### src/rtl/cnn_pkg.sv
// Shared constants and types for the CNN classifier tail.
// Latency: n/a (package only).
// Backpressure: n/a (package only).
package cnn_pkg;

    // Default score width and class count of the final fully-connected layer.
    localparam int SCORE_W     = 46;
    localparam int NUM_CLASSES = 10;

    // Argmax frame state: gathering scores, or holding a result for downstream.
    typedef enum logic [0:0] {
        ACCUM = 1'b0,
        HOLD  = 1'b1
    } argmax_state_e;

endpackage

### src/rtl/score_cmp.sv
// Strict greater-than comparator for class scores, signed or unsigned.
// Latency: purely combinational.
// Backpressure: none (no handshake).
// Ports: a, b - scores to compare; gt - 1 when a > b under the chosen signedness.
module score_cmp
    import cnn_pkg::*;
#(
    parameter int DATA_W = SCORE_W,
    parameter bit SIGNED = 1'b1
) (
    input  logic [DATA_W-1:0] a,
    input  logic [DATA_W-1:0] b,
    output logic              gt
);

    always_comb begin
        if (SIGNED) begin
            gt = $signed(a) > $signed(b);
        end else begin
            gt = a > b;
        end
    end

endmodule

### src/rtl/argmax_stream.sv
// Streaming argmax over a frame of NUM_CLASSES scores, one score per cycle.
// Latency: out_valid rises on the edge that accepts the last score of a frame.
// Backpressure: in_ready drops for the whole HOLD phase until out_ready accepts the result.
// Ports: clk/rst (async active-high); in_valid/in_ready/in_score - score stream,
//        class index is arrival order; out_valid/out_ready/out_index/out_score -
//        frame winner; frame_cnt - results handed downstream, wraps at 16 bits.
module argmax_stream #(
    parameter int DATA_W      = cnn_pkg::SCORE_W,
    parameter int NUM_CLASSES = cnn_pkg::NUM_CLASSES,
    parameter int IDX_W       = $clog2(NUM_CLASSES),
    parameter bit SIGNED      = 1'b1
) (
    input  logic              clk,
    input  logic              rst,
    input  logic              in_valid,
    output logic              in_ready,
    input  logic [DATA_W-1:0] in_score,
    output logic              out_valid,
    input  logic              out_ready,
    output logic [IDX_W-1:0]  out_index,
    output logic [DATA_W-1:0] out_score,
    output logic [15:0]       frame_cnt
);

    import cnn_pkg::*;

    localparam logic [IDX_W-1:0] LAST_IDX = IDX_W'(NUM_CLASSES - 1);

    argmax_state_e     state_q,      state_d;
    logic [IDX_W-1:0]  cls_cnt_q,    cls_cnt_d;
    logic [DATA_W-1:0] best_score_q, best_score_d;
    logic [IDX_W-1:0]  best_idx_q,   best_idx_d;
    logic [IDX_W-1:0]  out_index_q,  out_index_d;
    logic [DATA_W-1:0] out_score_q,  out_score_d;
    logic [15:0]       frame_cnt_q,  frame_cnt_d;

    logic              in_gt_best;
    logic              in_xfer;
    logic              take_new;
    logic [DATA_W-1:0] win_score;
    logic [IDX_W-1:0]  win_idx;

    score_cmp #(
        .DATA_W (DATA_W),
        .SIGNED (SIGNED)
    ) u_score_cmp (
        .a  (in_score),
        .b  (best_score_q),
        .gt (in_gt_best)
    );

    // Handshake outputs depend on registered state only, so no in->out comb path.
    assign in_ready  = (state_q == ACCUM);
    assign out_valid = (state_q == HOLD);
    assign out_index = out_index_q;
    assign out_score = out_score_q;
    assign frame_cnt = frame_cnt_q;

    assign in_xfer = in_valid && in_ready;

    // First score of a frame always wins; afterwards only a strictly larger one,
    // so ties keep the lower index. cls_cnt is 0 on the first score, which is
    // exactly the index to record then.
    assign take_new  = (cls_cnt_q == '0) || in_gt_best;
    assign win_score = take_new ? in_score  : best_score_q;
    assign win_idx   = take_new ? cls_cnt_q : best_idx_q;

    always_comb begin
        state_d      = state_q;
        cls_cnt_d    = cls_cnt_q;
        best_score_d = best_score_q;
        best_idx_d   = best_idx_q;
        out_index_d  = out_index_q;
        out_score_d  = out_score_q;
        frame_cnt_d  = frame_cnt_q;

        case (state_q)
            ACCUM: begin
                if (in_xfer) begin
                    best_score_d = win_score;
                    best_idx_d   = win_idx;
                    if (cls_cnt_q == LAST_IDX) begin
                        // Winner includes the score accepted on this edge.
                        out_score_d = win_score;
                        out_index_d = win_idx;
                        cls_cnt_d   = '0;
                        state_d     = HOLD;
                    end else begin
                        cls_cnt_d = cls_cnt_q + 1'b1;
                    end
                end
            end
            HOLD: begin
                if (out_ready) begin
                    frame_cnt_d = frame_cnt_q + 16'd1;
                    state_d     = ACCUM;
                end
            end
            default: begin
                state_d = ACCUM;
            end
        endcase
    end

    always_ff @(posedge clk or posedge rst) begin
        if (rst) begin
            state_q      <= ACCUM;
            cls_cnt_q    <= '0;
            best_score_q <= '0;
            best_idx_q   <= '0;
            out_index_q  <= '0;
            out_score_q  <= '0;
            frame_cnt_q  <= '0;
        end else begin
            state_q      <= state_d;
            cls_cnt_q    <= cls_cnt_d;
            best_score_q <= best_score_d;
            best_idx_q   <= best_idx_d;
            out_index_q  <= out_index_d;
            out_score_q  <= out_score_d;
            frame_cnt_q  <= frame_cnt_d;
        end
    end

endmodule

### config.mk
export PLATFORM = sky130hd
export DESIGN_NAME = argmax_stream
export DESIGN_NICKNAME = d
export VERILOG_FILES = /design/src/rtl/cnn_pkg.sv /design/src/rtl/score_cmp.sv /design/src/rtl/argmax_stream.sv
export SDC_FILE = /design/constraint.sdc
export NUM_CORES = 1
export LEC_CHECK = 0
export ABC_AREA = 1
export ABC_CLOCK_PERIOD_IN_PS = 4100
export CORE_ASPECT_RATIO = 0.7
export CORE_MARGIN = 5
export CORE_UTILIZATION = 40
export CTS_BUF_LIST = sky130_fd_sc_hd__clkbuf_4 sky130_fd_sc_hd__clkbuf_8 sky130_fd_sc_hd__clkbuf_16
export DETAILED_ROUTE_END_ITERATION = 7
export PLACE_DENSITY = 0.65
export RECOVER_POWER = 100
export SYNTH_ARGS = -nofsm -noshare
export SYNTH_HDL_FRONTEND = slang
export SYNTH_HIERARCHICAL = 1
export SYNTH_SLANG_ARGS = --single-unit
### constraint.sdc
create_clock -name clk -period 4.1 [get_ports clk]
set_input_delay 0.82 -clock clk [delete_from_list [all_inputs] [get_ports clk]]
set_output_delay 0.82 -clock clk [all_outputs]
set_load 0.02 [all_outputs]
==> flow_summary_export.csv <==
group,metric,value,unit
cts,path_clk_slew,0.05,ns
cts,cts_resized,0,
cts,cts_buffers,17,
routing,ant_nets,0,
synth,yosysUniqueCellTypes,31,
routing,wl_per_cell,14.5,um
placement,port_buffers,117,
timing,fin_ws,0.716,ns
routing,vias_per_cell,4.82,
critical_path,slowest_delay,0.54,ns
timing,fmax,295,MHz
critical_path,timing.rr.start,"best_score_q[13]",
placement,gp_congestion,0.813,
cts,h-tree-depth,4,
routing,via_count,6256,
pwr,power,6.92,mW
synth,syn_nets,1039,
critical_path,r2r_cells,19,
final_layout,regArea,3030,um^2
placement,place_hpwl,12.3,mm
critical_path,path_class,"input port to flip-flop",
final_layout,multiInputGateArea,3380,um^2
critical_path,worst_setup_path_start_kind,"input port",
final_layout,n_antenna_cell,0,
global_route,grt_pass1_wl,31.3,mm
critical_path,cp.arrival,3.68,ns
final_layout,area_growth,28.1,%
critical_path,r2r_end,"best_idx_q[2]",
synth,seq_area_frac_synth,42.7,%
synth,synth_area,7090,um^2
pwr,combPwrFrac,47.2,%
final_layout,finalNetCount,1150,
synth,synth_ff_type,"dfrtp_1",
timing,slew_headroom,-0.742,%
synth,ys_warn_count,6,
synth,synthCells,942,
timing,min_period,3.38,ns
global_route,grt_antenna_before_repair,0,
synth,ys_ff_latch,121,
critical_path,cp_max_fo,26,
critical_path,r2r_slack,1.20,ns
routing,drt_iter0_drc,338,
job,max_cap_viol_count,1,
critical_path,cpMaxStageDelayCell,"clkbuf_2",
cts,cts_root_buf,"clkbuf_16",
synth,yosys.area.top_type,"dfrtp_1",
global_route,overflow,0,
global_route,grt_max_degree,89,
status,run_status,"finished with violations",
timing,setup_tns,0,ns
timing,worstMarginPinSlew,1.50,ns
global_route,top_usage_layer,"met1",
timing,setup_viol,0,
critical_path,path_buf_inv,4,
timing,period_share,82.5,%
hold_path,holdPathStages,2,
pwr,p_switching,2.88,mW
synth,synth.top_cell.area_share,42.7,%
synth,ys_top_cells_by_area,"dfrtp_1 (43%), nand2_1 (19%), ha_1 (8.3%)",
floorplan,ios,118,
cts,clk_latency,0.41,ns
floorplan,die_area,20500,um^2
global_route,grt_pass1_vias,6014,
routing,drc_errors,0,
cts,postCtsHoldBufs,0,
hold_path,hold_start,"best_idx_q[3]",
final_layout,drive_above_1_share,5.53,%
pwr,p_sw_share,41.6,%
critical_path,worstPathRequired,4.39,ns
pwr,ir_drop,0.000489,V
pwr,power_frac_seq,29.5,%
cts,clock-sinks,121,
timing,rsz0062_at_grt,"false",
synth,synth-edff-count,0,
pwr,leakagePower,4.91,nW
timing,drv_slew,35,
pwr,clock_power_share,23.3,%
critical_path,cp_common_cell,"nand2_1",
floorplan,core,17300,um^2
cts,cts_setup_buffers,0,
timing,final_hold_viol_count,0,
routing,first_pass_iters,5,
global_route,grt_use_total,19.0,%
hold_path,hold_path_class,"flip-flop to flip-flop",
pwr,power_density,763,nW/um^2
floorplan,start_util,41.0,%
floorplan,die_h,121,um
cts,clock_path_buffers,2,
cts,cts_tree,"yes",
routing,routed_wl,18.8,mm
hold_path,holdPathEnd,"best_idx_q[3]",
floorplan,num_rows,40,
global_route,gr-usage-met3,3.94,%
synth,synth-async-reset-ratio,100,%
timing,skew,0.00960,ns
critical_path,crit_chain,"clkdlybuf4s50_1 -> ha_1 -> nand2_1 -> inv_1 -> nand2_1 -> nand2_1 -> a21oi_1 -> nand2_1 -> nand2_1 -> nand2_1 -> nor2_1 -> nor2_1 -> nor2_1 -> clkinv_1 -> nand2_2 -> clkbuf_2 -> nand2_1 -> nand3_1 -> nand2_1",
placement,dpl_worst_slack,0.554,ns
final_layout,design_area,9070,um^2
final_layout,fillers,1651,
global_route,grt_util_met1,28.5,%
synth,synth.avg_cell_area,7.52,um^2
status,violations,"capacitance limit, slew limit",
placement,postPlaceCellArea,8450,um^2
critical_path,cp_top_family,"buffers and inverters",
global_route,met2_usage,27.6,%
pwr,p_int,4.04,mW
floorplan,die_w,169,um
critical_path,end_kind,"flip-flop",
## how the worst max path moves through the flow
stage	from	end	slack, ns	cells after the start
after floorplan	rst	best_idx_q[0]	0.07	1
after global placement	in_score[13]	best_idx_q[3]	0.58	19
after detailed placement	in_score[13]	best_idx_q[1]	0.55	19
after CTS	in_score[29]	out_score[14]	0.98	16
after global routing	in_score[45]	best_score_q[14]	0.31	16
final	in_score[13]	best_idx_q[2]	0.72	19
## worst register-to-register path, delay by kind of cell, from the launching register on
kind                     cells  cell delay, ns
AO/OA/AOI/OAI                1            0.21
adder cells (fa/ha/maj)      1            0.28
buffers and inverters        4            0.77
flip-flops                   1            0.35
AND/OR/NAND/NOR             13            1.16
## final cells by class
cell class	instances	area share, %
Multi-Input combinational cell	656	37.2
Sequential cell	121	33.4
Timing Repair Buffer	127	13.8
Clock buffer	26	5.91
Inverter	130	5.39
Tap cell	231	3.18
Clock inverter	6	1.19
## metrics by stage
stage	cells	hold WS (ns)	utilization, %
6_report	1297	0.469	52.6
5_1_grt	1297	0.480	52.6
4_1_cts	1297	0.473	52.7
3_5_place_dp	1265	0.461	49.0
3_3_place_gp	1265	0.455	49.0
2_1_floorplan	942	0.440	-
## Yosys cell counts, types with 7 or more instances
master / count
nand2_1: 355
inv_1: 125
dfrtp_1: 121
nand3_1: 109
nand3b_1: 54
ha_1: 47
nor2_1: 36
a21oi_1: 17
buf_2: 10
clkbuf_1: 10
nand4_1: 7
## state kept, by name (all words and copies together), names as in the netlist
name,count
frame_cnt,16
best_idx_q,4
out_valid,1
out_index,4
out_score,46
cls_cnt_q,4
best_score_q,46
## placed cells by master, fill, tap and decap left out, drive strengths merged, types with 8 or more instances in the layout
| cell | synthesis | final |
|---|---|---|
| nand2 | 358 | 358 |
| inv | 129 | 128 |
| dfrtp | 121 | 121 |
| nand3 | 109 | 109 |
| dlygate4sd3 | 0 | 71 |
| nand3b | 54 | 54 |
| ha | 47 | 47 |
| clkdlybuf4s50 | 0 | 46 |
| nor2 | 41 | 41 |
| clkbuf | 10 | 31 |
| a21oi | 17 | 17 |
| nand4 | 8 | 8 |
## power by group through the flow
stage	Combinational, mW	Sequential, mW	Clock, mW
after floorplan	2.02	2.27	0
after global placement	3.31	2.06	0
after global routing	3.72	2.12	1.70
after CTS	3.40	2.05	1.64
final	3.27	2.04	1.61
after detailed placement	3.38	2.05	0
## metal layers
layer,vias to the layer above,share of wire (%)
li1,3186,-
met3,17,6.2
met5,-,0
met4,0,1.2
met2,170,42
met1,2883,50
## cells by family (layout without fill, tap and decap cells)
logic type                 after synthesis  in the layout  synth area share (%)
adders and majority gates               47             47                  8.30
xor gates and xnor gates                 9              9                  1.11
AOI/OAI and AO/OA                       24             24                  1.82
buffers and inverters                  165            289                  9.71
and+or+nand+nor                        576            576                  36.3
DFF                                    121            121                  42.7
Power figures use the tool's default switching activity.
